**src/rtl/mips_fetch_pkg.sv**
```systemverilog
// Shared types and constants for the MIPS instruction fetch stage.
// Optional perf counters are built when FETCH_PERF_EN is defined.
package mips_fetch_pkg;

  localparam logic [31:0] DEFAULT_HALT_PC = 32'd84;
  localparam int INSTR_W = 32;

  typedef enum logic [1:0] {
    FETCH,
    DRAIN,
    HALTED
  } fetchState_t;

  typedef struct packed {
    logic [31:0]        pc;
    logic [INSTR_W-1:0] instr;
  } fetchEntry_t;

endpackage

```
**src/rtl/mips_fetch_unit_fifo.sv**
```systemverilog
// fetch_fifo: DEPTH-entry buffer of fetched words toward decode.
// Flush has priority over push and pop.
module fetch_fifo
  import mips_fetch_pkg::*;
#(
  parameter int DEPTH = 2,
  localparam int CNT_W = $clog2(DEPTH + 1),
  localparam int PTR_W = $clog2(DEPTH)
) (
  input  logic             clk,
  input  logic             rst_n,
  input  logic             flush,
  input  logic             push,
  input  fetchEntry_t      pushData,
  input  logic             pop,
  output fetchEntry_t      headData,
  output logic             empty,
  output logic [CNT_W-1:0] count
);

  fetchEntry_t      mem [DEPTH];
  logic [PTR_W-1:0] rdPtr;
  logic [PTR_W-1:0] wrPtr;

  assign headData = mem[rdPtr];
  assign empty    = (count == '0);

  // DEPTH is a power of two, so the pointers wrap on their own.
  always_ff @(posedge clk or negedge rst_n) begin
    if (!rst_n) begin
      rdPtr <= '0;
      wrPtr <= '0;
      count <= '0;
      for (int i = 0; i < DEPTH; i++) begin
        mem[i] <= '0;
      end
    end else if (flush) begin
      rdPtr <= '0;
      wrPtr <= '0;
      count <= '0;
    end else begin
      if (push) begin
        mem[wrPtr] <= pushData;
        wrPtr      <= wrPtr + PTR_W'(1);
      end
      if (pop) begin
        rdPtr <= rdPtr + PTR_W'(1);
      end
      count <= count + CNT_W'(push) - CNT_W'(pop);
    end
  end

endmodule

```
**src/rtl/mips_fetch_unit.sv**
```systemverilog
// mips_fetch_unit: owns the PC, reads imem and feeds decode.
// FETCH_PERF_EN adds perf_fetched / perf_stall counter ports.
module mips_fetch_unit
  import mips_fetch_pkg::*;
#(
  parameter int          ADDR_W  = 10,
  parameter logic [31:0] HALT_PC = DEFAULT_HALT_PC,
  parameter int          DEPTH   = 2
) (
  input  logic              LOOP,
  input  logic              reset_n,
  output logic              imem_rd_en,
  output logic [ADDR_W-1:0] imem_addr,
  input  logic [31:0]       imem_rdata,
  output logic              instr_valid,
  input  logic              instr_ready,
  output logic [31:0]       instr,
  output logic [31:0]       instr_pc,
  input  logic              redirect_valid,
  input  logic [31:0]       redirect_pc,
`ifdef FETCH_PERF_EN
  output logic [31:0]       perf_fetched,
  output logic [31:0]       perf_stall,
`endif
  output logic              halted
);

  localparam int CNT_W = $clog2(DEPTH + 1);
  localparam logic [32:0] MEM_TOP = 33'd4 << ADDR_W;

  fetchState_t      state;
  fetchState_t      stateNext;
  logic [31:0]      pc;
  logic [31:0]      pcNext;
  logic             inflight;
  logic [31:0]      inflightPc;
  logic             issue;
  logic             pop;
  logic             stopPc;
  logic             room;
  logic [CNT_W:0]   occupancy;
  logic             fifoPush;
  logic             fifoPop;
  logic             fifoEmpty;
  logic [CNT_W-1:0] fifoCount;
  fetchEntry_t      fifoHead;
  fetchEntry_t      returnEntry;
  fetchEntry_t      headEntry;

  // The returning word is visible as head while the FIFO is empty.
  assign returnEntry = '{pc: inflightPc, instr: imem_rdata};
  assign headEntry   = fifoEmpty ? returnEntry : fifoHead;
  assign instr_valid = !fifoEmpty || inflight;
  assign instr       = instr_valid ? headEntry.instr : '0;
  assign instr_pc    = instr_valid ? headEntry.pc : '0;

  assign pop      = instr_valid && instr_ready;
  assign fifoPop  = pop && !fifoEmpty && !redirect_valid;
  assign fifoPush = inflight && !redirect_valid
                 && !(fifoEmpty && pop);

  assign occupancy = (CNT_W+1)'(fifoCount)
                   + (CNT_W+1)'(inflight)
                   - (CNT_W+1)'(pop);
  assign room      = occupancy < (CNT_W+1)'(DEPTH);
  assign stopPc    = (pc == HALT_PC)
                  || ({1'b0, pc} >= MEM_TOP);

  assign imem_addr  = pc[ADDR_W+1:2];
  assign imem_rd_en = issue && reset_n;
  assign halted     = (state == HALTED);

  always_comb begin
    stateNext = state;
    pcNext    = pc;
    issue     = 1'b0;
    if (redirect_valid) begin
      stateNext = FETCH;
      pcNext    = redirect_pc & ~32'd3;
    end else begin
      unique case (state)
        FETCH: begin
          if (stopPc) begin
            stateNext = DRAIN;
          end else if (room) begin
            issue  = 1'b1;
            pcNext = pc + 32'd4;
          end
        end
        DRAIN: begin
          if (fifoEmpty && !inflight) begin
            stateNext = HALTED;
          end
        end
        HALTED: begin
          stateNext = HALTED;
        end
        default: begin
          stateNext = FETCH;
        end
      endcase
    end
  end

  always_ff @(posedge LOOP or negedge reset_n) begin
    if (!reset_n) begin
      state      <= FETCH;
      pc         <= '0;
      inflight   <= 1'b0;
      inflightPc <= '0;
    end else begin
      state    <= stateNext;
      pc       <= pcNext;
      inflight <= issue;
      if (issue) begin
        inflightPc <= pc;
      end
    end
  end

  fetch_fifo #(
    .DEPTH(DEPTH)
  ) u_fifo (
    .clk     (LOOP),
    .rst_n   (reset_n),
    .flush   (redirect_valid),
    .push    (fifoPush),
    .pushData(returnEntry),
    .pop     (fifoPop),
    .headData(fifoHead),
    .empty   (fifoEmpty),
    .count   (fifoCount)
  );

`ifdef FETCH_PERF_EN
  always_ff @(posedge LOOP or negedge reset_n) begin
    if (!reset_n) begin
      perf_fetched <= '0;
      perf_stall   <= '0;
    end else begin
      if (pop && perf_fetched != '1) begin
        perf_fetched <= perf_fetched + 32'd1;
      end
      if (instr_valid && !instr_ready
          && perf_stall != '1) begin
        perf_stall <= perf_stall + 32'd1;
      end
    end
  end
`endif

endmodule

```
**config.mk**
```make
export PLATFORM = sky130hd
export DESIGN_NAME = mips_fetch_unit
export DESIGN_NICKNAME = d
export VERILOG_FILES = /design/src/rtl/mips_fetch_pkg.sv /design/src/rtl/mips_fetch_unit_fifo.sv /design/src/rtl/mips_fetch_unit.sv
export SDC_FILE = /design/constraint.sdc
export NUM_CORES = 1
export LEC_CHECK = 0
export ABC_CLOCK_PERIOD_IN_PS = 5000
export CAP_MARGIN = 30
export CORE_MARGIN = 2
export CORE_UTILIZATION = 25
export DETAILED_ROUTE_END_ITERATION = 8
export SLEW_MARGIN = 20
export SYNTH_ARGS = -nofsm -noshare
export SYNTH_HDL_FRONTEND = slang
export SYNTH_SLANG_ARGS = --single-unit
```
**constraint.sdc**
```tcl
create_clock -name LOOP -period 5 [get_ports LOOP]
set_clock_uncertainty 0.15 [all_clocks]
set_input_delay 1.25 -clock LOOP [delete_from_list [all_inputs] [get_ports LOOP]]
set_output_delay 1.25 -clock LOOP [all_outputs]
set_load 0.05 [all_outputs]
```
==> metrics, run 1 <==
status completed; Die Width 194 um; CTS Buffer Depth 2; crit path DAT roughly 3600 ps; peak supply drop roughly 0.21 mV; Synth async-reset ratio 1.00; gr usage total 0.118; Slowest cell on crit path clkdlybuf4s50_1; register area share after synthesis 0.528; CP Launch Type primary input; WP data required 3600 ps; WL met3 about 830 um; Final Max Tran Viols 0; Final HPWL DP about 13,000 um; cell count after synthesis about 740; DRC 0; Port Buffers 140; Hold Vio Cnt, Final 0; top layer in use met4; leakage 4.93 nW; Setup Crit Path Kind in -> out; Layout fillers ~3,600; Nets between 900 and 1,000; r2r startpoint u_fifo.count[1]; clock root buffer clkbuf_16; Worst Hold Launch u_fifo.mem[70]; Final Instance Area around 12,000 um^2; met1 wire length about 11,000 um; # Max-Cap Violations 0; layout cell share with drive strength beyond 1 0.270; fmax 202 MHz; global-route wire length before repair roughly 35,000 um; # IOs approximately 150; CP startpoint instr_ready; Period Utilization, post-route 0.990; Rows just under 70; number of antenna violations at the first check in global routing 0; core outline area 35,600 um^2; Post-synth top flop dfrtp_1; Total Neg Setup Slack 0 ps; vias in the first global route 6,301; Pre-antenna DRT Iters 4; CTS tree done; clk sinks 191; Congestion Overflow GR 0; setup violators final 0; Avg Synthesized Cell Area 12.3 um^2; H-tree levels 4; commonest non-fill, non-tap cells in the layout 189 x dfrtp_1, 144 x mux2_2, 137 x clkdlybuf4s50_1; Synth Register Bits about 190; Wirelength per Cell about 16 um; Final Wtd Congestion slightly above 0.7; Synth cell types 45; metal2 WL 10,100 um; Initial Util 0.254; Iter 0 DRT Violations about 300; clock latency on the worst-skew pair around 440 ps; Die Area approximately 38,000 um^2; largest net degree at the start of global routing roughly 150; Max FO, Critical Path 2; critical-path cell list clkdlybuf4s50_1, and2_1, ha_1, nand2b_4, fa_2, xnor2_2, nand4_1, a211oi_2, and3_4, buf_12; EDFF count, synth 0; placed instance area 10,900 um^2; vias post-DR just over 6,000; DR vias/cell ~4.5; Clk pin slew, worst setup/hold paths 70 ps; crit-path max cell delay around 440 ps; most common cell after layout, fill and taps aside dfrtp_1; crit end category output pin; Die Y approximately 190 um; Ant. Diodes 0; PwrDens about 270 nW/um^2; Post-Syn Area roughly 9000 um^2; Worst-Margin Slew 887 ps; cts bufs inserted 17; Slew Limit Headroom 0.408; HP Class reg -> reg; Routed WL between 20,000 and 25,000 um; area added between synthesis and finish 28.8%; ANT nets after route 0; Ys Warns 0; min cycle time layout between 4000 and 5000 ps
## Yosys cell counts, drive strengths merged (2+ instances only)
master	count	share of area
nor3	2	0.0024
mux2	153	0.19
inv	10	0.0041
nor4	4	0.0028
o21ai	68	0.038
nand3	66	0.037
nor3b	2	0.0017
dfrtp	191	0.53
a221oi	2	0.0019
buf	39	0.024
clkbuf	25	0.010
xor2	2	0.0019
and2	3	0.0021
nor2b	26	0.018
a31oi	2	0.0014
a211oi	4	0.0039
ha	10	0.014
nor2	11	0.0046
nor4b	3	0.0029
a21oi	2	0.0011
and3	4	0.0028
nand2	14	0.0058
xnor2	7	0.0068
nand4	3	0.0021
a2111oi	3	0.0036
mux2i	68	0.075
## worst max-delay path, delay by kind of cell
family                   cells  cell delay (ps)
AND/OR/NAND/NOR              4              690
adder cells (fa/ha/maj)      2              650
buffers and inverters        2              570
AO/OA/AOI/OAI                1              220
XOR/XNOR                     1              150
## power by group
part	total [mW]	internal [mW]	switching [mW]
logic	0.218	0.0993	0.119
registers	1.60	1.57	0.0327
clock network	1.33	0.672	0.659
## final timing paths
path / endpoint / slack (ps) / cells past startpoint
setup / recovery: imem_rd_en / 50 / 10
min in group asynchronous: pc[17] / 570 / 1
hold reg to reg: u_fifo.mem[70] / 360 / 1
hold / removal: u_fifo.mem[70] / 360 / 1
max in group asynchronous: inflight / 2980 / 2
setup reg to reg: inflightPc[14] / 530 / 21
## timing repair
item	in CTS	in global routing
resized for setup	4	0
hold buffers	0	0
endpoints found under the setup margin	1	1
buffers inserted	19	2
pin swaps	4	4
## layer usage
metal / track usage / vias up
met5: 0 / -
met4: 0.0278 / 0
met3: 0.0315 / 9
met2: 0.184 / 102
met1: 0.162 / 3052
li1: - / 2879
## metrics by stage
step | util | hold WS [ps] | std cells | setup WS (ps) | total power [mW]
finish | 0.328 | 355 | 1340 | 49.3 | 3.15
CTS | 0.327 | 361 | 1338 | 5.91 | 3.22
detailed placement | 0.307 | 344 | 1287 | -39.0 | 1.86
global placement | 0.307 | 338 | 1287 | -19.0 | 1.85
floorplan | - | 330 | 736 | 7.19 | 1.73
global route | 0.328 | 367 | 1340 | -12.5 | 3.32
## area by class of cell
class,count,area [um^2],area share
flip-flops and latches,191,4780,0.411
clock inverters,13,121,0.0104
clock buffers,19,443,0.0380
repair buffers,175,1720,0.148
inverters,10,37.5,0.00322
well taps,461,577,0.0495
multi-input cells,471,3970,0.340
## kinds of logic (layout without fill, tap and decap cells)
group,count (synthesis),count (layout),share of synthesized area
AO/OA/AOI/OAI,84,84,0.0525
XOR/XNOR,9,9,0.00871
adder cells (fa/ha/maj),11,11,0.0160
buffers and inverters,74,217,0.0383
flip-flops,191,191,0.528
multiplexers,221,221,0.269
other,1,2,0.000414
AND/OR/NAND/NOR,144,144,0.0864
## sequential cells by signal (all words and copies together) (netlist names)
register / flops
inflight: 1
inflightPc: 30
u_fifo.wrPtr: 1
u_fifo.mem: 124
pc: 30
state: 2
u_fifo.count: 2
u_fifo.rdPtr: 1
(Power assumes the default switching activity.)
==> inputs of run 2 (changes only) <==
--- a/config.mk
+++ b/config.mk
@@ -5,11 +5,11 @@
 export SDC_FILE = /design/constraint.sdc
 export NUM_CORES = 1
 export LEC_CHECK = 0
-export ABC_CLOCK_PERIOD_IN_PS = 5000
 export CAP_MARGIN = 30
 export CORE_MARGIN = 2
-export CORE_UTILIZATION = 25
+export CORE_UTILIZATION = 54
 export DETAILED_ROUTE_END_ITERATION = 8
+export PLACE_DENSITY = 0.8
 export SLEW_MARGIN = 20
 export SYNTH_ARGS = -nofsm -noshare
 export SYNTH_HDL_FRONTEND = slang
==> run 2 against run 1 <==
Global-route usage increased by 11 points. Register-to-register slack gained 280 ps. Fmax grew 1.1%. Sequential share of layout area grew 1.2 points. Design area is 2.9% lower. Critical path depth is 1 lower. Via count up 1.4%. Worst setup slack better by 56 ps. Core utilization increased by 36 points. Sequential power is essentially flat. Cell count is 19% lower. Critical path type unchanged. Critical endpoint unchanged. Highest routed layer unchanged.
==> metrics, run 2 (same netlist as run 1, synthesis figures left out) <==
Largest Register u_fifo.mem (unchanged); Nets 933 (was 945); fmax 204 MHz (was 202 MHz); # IOs 145 (unchanged); HP Class reg -> reg (unchanged); vias post-DR 6,126 (was 6,042); most common cell after layout, fill and taps aside dfrtp_1 (unchanged); crit end category output pin (unchanged); largest registers u_fifo.mem x124, inflightPc x30, pc x30 (unchanged); Reg area 4780 um^2 (unchanged); crit path DAT 3490 ps (was 3550 ps); worst reg2reg path depth 19 (was 21); Rows 47 (was 69); crit path to imem_rd_en (unchanged); leakage 4.90 nW (was 4.93 nW); CP Launch Type primary input (unchanged); Port Buffers 140 (unchanged); Die Width 133 um (was 194 um); setup violators final 0 (unchanged); number of antenna violations at the first check in global routing 0 (unchanged); layout cell share with drive strength beyond 1 0.259 (was 0.270); Die Y 133 um (was 194 um); RSZ-0062 raised after global routing no; Routed WL 19,600 um (was 21,800 um); Die Area 17,800 um^2 (was 37,700 um^2); global-route wire length before repair 32,300 um (was 35,200 um); status completed (unchanged); Initial Util 0.550 (was 0.254); CTS Hold Bufs 0 (unchanged); min cycle time layout 4890 ps (was 4950 ps); core outline area 16,500 um^2 (was 35,600 um^2); commonest non-fill, non-tap cells in the layout 189 x dfrtp_1, 144 x mux2_2, 137 x clkdlybuf4s50_1 (unchanged); Hold Vio Cnt, Final 0 (unchanged); Total Neg Setup Slack 0 ps (unchanged); Ant. Diodes 0 (unchanged); H-tree levels 4 (unchanged); capturing point of the worst reg2reg path pc[11] (was inflightPc[14]); DR vias/cell 5.64 (was 4.51); clock root buffer clkbuf_16 (unchanged); Slew Limit Headroom 0.453 (was 0.408); Layout fillers 1,174 (was 3,590); Congestion Overflow GR 0 (unchanged); ANT nets after route 0 (unchanged); Pre-antenna DRT Iters 5 (was 4); footprint of the multi-input gates 3970 um^2 (about the same); CTS Buffer Depth 2 (unchanged); Max FO, Critical Path 2 (unchanged); CTS tree done (unchanged); Period Utilization, post-route 0.979 (was 0.990); vias in the first global route 6,436 (was 6,301); Clk pin slew, worst setup/hold paths 60 ps (was 70 ps); Worst-Margin Slew 821 ps (was 887 ps); peak supply drop 0.244 mV (was 0.215 mV); cts bufs inserted 17 (unchanged); r2r startpoint u_fifo.count[1] (unchanged); Iter 0 DRT Violations 330 (was 307); area added between synthesis and finish 25.1% (was 28.8%); Final Wtd Congestion 0.834 (was 0.707); WP data required 3600 ps (about the same); largest net degree at the start of global routing 88 (was 154); clk sinks 191 (unchanged); Final HPWL DP 12,400 um (was 13,000 um); clock latency on the worst-skew pair 430 ps (was 440 ps); max reg flops 124 (unchanged); # Max-Cap Violations 0 (unchanged); PwrDens 285 nW/um^2 (was 271 nW/um^2); Final Max Tran Viols 0 (unchanged); DRC 0 (unchanged); r2r setup slk 810 ps (was 530 ps); Setup Crit Path Kind in -> out (unchanged); placed instance area 10,600 um^2 (was 10,900 um^2); CP startpoint instr_ready (unchanged); Wirelength per Cell 18.0 um (was 16.2 um); Final Instance Area 11,300 um^2 (was 11,700 um^2); gr usage total 0.228 (was 0.118)
## run 2: repair_timing
| action | CTS | global route |
|---|---|---|
| endpoints found under the setup margin | 1 | 0 |
| buffers inserted | 9 | 0 |
| resized for setup | 6 | 0 |
| endpoints found under the hold margin | 0 | 0 |
## run 2: worst min-delay path by stage
stage                               start               to  cells past startpoint
final                      u_fifo.mem[44]   u_fifo.mem[44]                      1
after global routing       u_fifo.mem[89]   u_fifo.mem[89]                      1
after floorplan           u_fifo.mem[100]  u_fifo.mem[100]                      1
after detailed placement   u_fifo.mem[75]   u_fifo.mem[75]                      1
after CTS                  u_fifo.mem[84]   u_fifo.mem[84]                      1
after global placement     u_fifo.mem[80]   u_fifo.mem[80]                      1
## run 2: cell type report
type / count / share of cell area
clock inverter: 9 / 0.0116
clock buffer: 22 / 0.0428
tap: 220 / 0.0243
timing repair buffer: 163 / 0.145
multi-input combinational: 471 / 0.351
sequential: 191 / 0.423
inverter: 10 / 0.00332
## run 2: power breakdown
part           switching, mW  leakage, nW  total, mW  internal [mW]
sequential            0.0322         2.59       1.60           1.57
clock                  0.555        0.295       1.39          0.837
combinational          0.122         2.01      0.224          0.102
## run 2: per-stage QoR
step                      hold WS [ps]   util  setup WS (ps)  std cells  power, mW
after CTS                          359  0.687            121       1086       3.25
after floorplan                    330      -           7.19        736       1.73
after detailed placement           345  0.644          -44.1       1046       1.86
after global placement             338  0.643           46.7       1045       1.84
after global routing               364  0.687           32.5       1086       3.33
final                              356  0.687            105       1086       3.22
## run 2: per-layer routing
metal | up-vias | track usage | wire length [um]
met5 | - | 0 | 0
met3 | 35 | 0.0498 | 892
li1 | 2829 | - | -
met4 | 0 | 0.0839 | 411
met1 | 3104 | 0.297 | 8780
met2 | 158 | 0.377 | 9470
## run 2: worst max-delay path, stage by stage
cell           delay [ps]
dlygate4sd2_1         260
and2_4                140
ha_1                  290
nand2b_4              150
fa_2                  590
nand4_1               160
a211oi_2              280
and3_4                230
buf_12                130
==> inputs of run 3 (changes only) <==
--- a/config.mk
+++ b/config.mk
@@ -7,9 +7,9 @@
 export LEC_CHECK = 0
 export CAP_MARGIN = 30
 export CORE_MARGIN = 2
-export CORE_UTILIZATION = 54
+export CORE_UTILIZATION = 50
 export DETAILED_ROUTE_END_ITERATION = 8
-export PLACE_DENSITY = 0.8
+export PLACE_DENSITY = 0.75
 export SLEW_MARGIN = 20
 export SYNTH_ARGS = -nofsm -noshare
 export SYNTH_HDL_FRONTEND = slang
==> run 3 against run 2 <==
Total power is 0.62% higher. Critical path type unchanged. Design area stayed put. Clock-buffer cell count is 5 lower. Register-to-register slack hardly changed. Sequential cell count stayed put. Non-clock buffer count is 2 lower. Fmax hardly changed.
==> metrics, run 3 (same netlist as run 1, synthesis figures left out) <==
Initial Util 0.507 (was 0.550); Die Y 139 um (was 133 um); crit path DAT 3500 ps (was 3490 ps); min cycle time layout 4900 ps (was 4890 ps); most common cell after layout, fill and taps aside dfrtp_1 (unchanged); cts bufs inserted 17 (unchanged); clock root buffer clkbuf_16 (unchanged); max reg flops 124 (unchanged); PwrDens 286 nW/um^2 (was 285 nW/um^2); largest registers u_fifo.mem x124, inflightPc x30, pc x30 (unchanged); Max FO, Critical Path 2 (unchanged); Rows 49 (was 47); Wirelength per Cell 18.5 um (was 18.0 um); Nets 931 (was 933); # Max-Cap Violations 0 (unchanged); Worst-Margin Slew 838 ps (was 821 ps); setup violators final 0 (unchanged); Placement Setup Slack -29.8 ps (was -44.1 ps); Die Area 19,200 um^2 (was 17,800 um^2); largest net degree at the start of global routing 150 (was 88); commonest non-fill, non-tap cells in the layout 189 x dfrtp_1, 144 x mux2_2, 137 x clkdlybuf4s50_1 (unchanged); H-tree levels 4 (unchanged); clk sinks 191 (unchanged); Final HPWL DP 12,300 um (was 12,400 um); Slew Limit Headroom 0.441 (was 0.453); Non-Filler Instances 1,093 (was 1,086); # IOs 145 (unchanged); area added between synthesis and finish 25.1% (unchanged); DR vias/cell 5.67 (was 5.64); number of antenna violations at the first check in global routing 0 (unchanged); worst setup margin 102 ps (was 105 ps); Hold Vio Cnt, Final 0 (unchanged); crit end category output pin (unchanged); vias post-DR 6,201 (was 6,126); leakage 4.89 nW (was 4.90 nW); Setup Crit Path Kind in -> out (unchanged); CTS tree done (unchanged); layout cell share with drive strength beyond 1 0.256 (was 0.259); Ant. Diodes 0 (unchanged); global-route wire length before repair 33,400 um (was 32,300 um); Period Utilization, post-route 0.980 (was 0.979); dpl cells 1,053 (was 1,046); GR Util met1 0.265 (was 0.297); gr usage total 0.216 (was 0.228); WP data required 3600 ps (about the same); status completed (unchanged); CTS Buffer Depth 2 (unchanged); Pre-antenna DRT Iters 4 (was 5); peak supply drop 0.227 mV (was 0.244 mV); Port Buffers 140 (unchanged); Congestion Overflow GR 0 (unchanged); Final Max Tran Viols 0 (unchanged); DRC 0 (unchanged); RSZ-0062 raised after global routing no (unchanged); clock latency on the worst-skew pair 430 ps (about the same); vias in the first global route 6,621 (was 6,436); Final Wtd Congestion 0.769 (was 0.834); fmax 204 MHz (about the same); Iter 0 DRT Violations 343 (was 330); HP Class reg -> reg (unchanged); Clk pin slew, worst setup/hold paths 60 ps (about the same); Largest Register u_fifo.mem (unchanged); core outline area 17,800 um^2 (was 16,500 um^2); met2 GRT Util 0.386 (was 0.377); M3 GR Usage 0.0416 (was 0.0498); ANT nets after route 0 (unchanged); Die Width 139 um (was 133 um); Routed WL 20,200 um (was 19,600 um); GR peak layer met2 (unchanged); CP Launch Type primary input (unchanged)
## run 3: changes by cell type in the layout (fill, tap and decap cells not counted), sizes merged
cell / delta
inv: +1
clkinvlp: -2
bufinv: +1
clkinv: +5
clkbuf: -5
buf: -2
## run 3: layout make-up
cell class | count | area, um^2
clock buffer | 17 | 425
clock inverter | 14 | 191
fill | 1354 | 6520
inverter | 10 | 37.5
multi-input combinational | 471 | 3960
sequential | 191 | 4780
tap | 229 | 287
timing repair buffer | 161 | 1630
## run 3: per-stage QoR
stage | TNS [ps] | util | power (mW) | area, um^2 | hold WS, ps
after detailed placement | -29.8 | 0.595 | 1.85 | 10600 | 344
after global placement | 0 | 0.595 | 1.84 | 10600 | 338
final | 0 | 0.634 | 3.24 | 11300 | 357
after CTS | 0 | 0.634 | 3.27 | 11300 | 359
after global routing | 0 | 0.634 | 3.36 | 11300 | 369
after floorplan | 0 | - | 1.73 | 9050 | 330
## run 3: power breakdown
group	internal, mW	switching, mW	leakage, nW
registers	1.57	0.0321	2.59
clock network	0.836	0.580	0.303
logic	0.100	0.121	2.00
## run 3: what timing repair did
action                     CTS  global route
setup endpoints to repair    1             0
setup buffers                9             0
hold buffers                 0             0
gates resized for setup      4             0
hold endpoints to repair     0             0
## run 3: final timing paths
kind | slack (ps) | depth (start not counted) | endpoint | start
max in group asynchronous | 3000 | 2 | u_fifo.mem[113] | reset_n
hold / removal | 360 | 1 | u_fifo.mem[82] | u_fifo.mem[82]
setup reg to reg | 820 | 19 | pc[11] | u_fifo.count[1]
setup / recovery | 100 | 10 | imem_rd_en | instr_ready
hold reg to reg | 360 | 1 | u_fifo.mem[82] | u_fifo.mem[82]
min in group asynchronous | 600 | 1 | u_fifo.mem[1] | reset_n
## run 3: per-layer routing
metal,wire length [um],vias up
met4,298,0
met1,8480,3188
li1,-,2838
met2,10500,149
met5,0,-
met3,866,26
## run 3: worst max-delay path, stage by stage
cell and delay, ps:
dlygate4sd2_1 260, and2_1 140, ha_1 250, nand2b_1 160, fa_2 410, xnor2_2 180
nand4_1 140, a211oi_2 320, and3_4 250, buf_12 130
==> RTL edit, RTL diff (settings of run 2) <==
The option `FETCH_PERF_EN` is turned on by a define.
--- a/src/rtl/mips_fetch_unit.sv
+++ b/src/rtl/mips_fetch_unit.sv
@@ -1,5 +1,7 @@
 // mips_fetch_unit: owns the PC, reads imem and feeds decode.
 // FETCH_PERF_EN adds perf_fetched / perf_stall counter ports.
+`define FETCH_PERF_EN
+
 module mips_fetch_unit
   import mips_fetch_pkg::*;
 #(
Behaviour (old outputs only; new: perf_fetched and perf_stall): same outputs for any inputs over 4 cycles, from zero or initial values and one cycle with reset_n low; that may be too few to reach the edited logic, so the function may still have changed.
==> RTL edit against run 2 <==
Total power is 38% higher; sequential cell count is 64 higher; setup slack better by 250 ps; via count is 41% higher; hold slack worse by 11 ps; core utilization is 1.1 points higher; wire length is 40% higher; area after synthesis is 34% higher; cell area is 35% higher; critical path type unchanged; critical endpoint unchanged; highest routed layer unchanged.
==> RTL edit: results (changes against run 2) <==
stage	metric	value	unit	change
run_status	outcome	complete, no violations		
clock_network	path_clk_slew	60	ps	about the same
logic_synthesis	synth_compound_area_share	4.56	%	-0.69 points
hold_path	hold_class	register to register		
power	powerComb	0.311	mW	+39%
placement	dpl.hpwl	17.8	mm	+44%
worst_setup_path	worstPathArrival	3240	ps	-250 ps
placement	gp_congestion	0.836		+0.29%
clock_network	clk_latency	520	ps	+90 ps
clock_network	cts_resized	1		-5
placement	dpl-instance-area	14400	sq um	+36%
power	clkPwrFrac	44.7	%	+1.5 points
worst_setup_path	cp_max_fo	4		+2
global_route	grt_max_degree	161		+83%
logic_synthesis	ys_types	49		+8.9%
route	via_per_inst	5.73		+1.6%
route	drt_iter0_drc	516		+56%
placement	dp_slack	-8.24	ps	+35.8 ps
clock_network	cts_root_buf	clkbuf_16		
worst_setup_path	slowest_stage	fa_1		
worst_setup_path	crit_family	simple AND/OR/NAND/NOR gates		
route	wl_per_cell	18.2	um	+0.88%
clock_network	htree_levels	1		-3
power	switchingPower	0.989	mW	+39%
global_route	grtUsageTotal	23.0	%	+0.19 points
timing	finalHoldViolations	0		unchanged
logic_synthesis	ys_top_cells_by_area	dfrtp_1 53%, mux2_2 13%, mux2i_1 5.4%		
clock_network	cts_setup_buffers	0		-9
logic_synthesis	yosys_warnings	0		unchanged
logic_synthesis	async_flop_share	100	%	unchanged
final_layout	num_antenna_cells	0		unchanged
clock_network	cts_buffer_depth	3		+1
clock_network	cts_made_buffers	26		+9
logic_synthesis	yosys-top-cells-count	255 x dfrtp_1, 145 x mux2_2, 95 x nand3_1		
power	power	4.45	mW	+38%
logic_synthesis	synth_top_area_share	52.7	%	-0.080 points
power	p_leak	6.60	nW	+35%
route	routed-via-count	8627		+41%
logic_synthesis	synthMuxAreaShare	20.1	%	-6.8 points
final_layout	nets	1292		+38%
global_route	antenna_found_initial	0		unchanged
route	drt-pass1-iter-count	4		-1
logic_synthesis	synth-xor-area-share	5.21	%	+4.3 points
timing	tightestPinTransition	850	ps	+29.3 ps
global_route	grt_first_pass_wirelength	45.1	mm	+40%
final_layout	drive_above_1_share	18.8	%	-7.1 points
worst_setup_path	critical-path-max-stage-delay	410	ps	-180 ps
logic_synthesis	yosysSeqAreaShare	52.7	%	-0.080 points
logic_synthesis	syn_inst	1028		+40%
logic_synthesis	synthAdderAreaFrac	1.30	%	-0.30 points
placement	port_buffers	204		+46%
global_route	grt_pass1_vias	8824		+37%
power	peakVddDrop	0.000235	V	-3.8%
final_layout	largestRegisters	u_fifo.mem: 124 flops, perf_fetched: 32 flops, perf_stall: 32 flops		
## RTL edit: cell types whose count changed after synthesis, sizes merged, moves of 7 or more
cell | before | now
dfrtp | 191 | 255
xnor2 | 7 | 53
nand3 | 66 | 95
nand4 | 3 | 30
nor2 | 11 | 32
nand2 | 14 | 32
xor2 | 2 | 19
and3 | 4 | 15
nor3 | 2 | 13
inv | 10 | 18
nand2b | 1 | 9
clkbuf | 25 | 32
## RTL edit: logic make-up (layout without fill, tap and decap cells)
kind of cell / Yosys count / count (layout)
xor gates and xnor gates: 72 / 72
DFF: 255 / 255
AOI/OAI and AO/OA: 96 / 96
adders and majority gates: 12 / 12
muxes: 220 / 220
and+or+nand+nor: 285 / 285
other: 1 / 2
buffers and inverters: 87 / 283
## RTL edit: layout make-up
| type | count | area (sq um) |
|---|---|---|
| repair buffers | 224 | 2260 |
| well taps | 280 | 350 |
| clock inverters | 4 | 95.1 |
| multi-input cells | 687 | 5350 |
| flip-flops and latches | 255 | 6390 |
| inverters | 18 | 67.6 |
| fillers | 1535 | 6600 |
| clock buffers | 37 | 783 |
## RTL edit: routing by layer
metal  GRT usage [%]  wire (um)  vias up
li1                -          -     4001
met1            31.8      12200     4380
met2            38.7      13400      209
met3            3.13       1170       37
met4            5.77        524        0
met5               0          0        -
## RTL edit: path summary, 6_finish.rpt
check	start	endpoint	slack [ps]	cells past startpoint
min in group asynchronous	reset_n	perf_stall[9]	450	1
max reg2reg	u_fifo.count[1]	pc[11]	1930	9
max in group asynchronous	reset_n	u_fifo.rdPtr	3050	2
min reg2reg	perf_fetched[23]	perf_fetched[23]	340	1
max	instr_ready	imem_rd_en	360	10
min	perf_fetched[23]	perf_fetched[23]	340	1
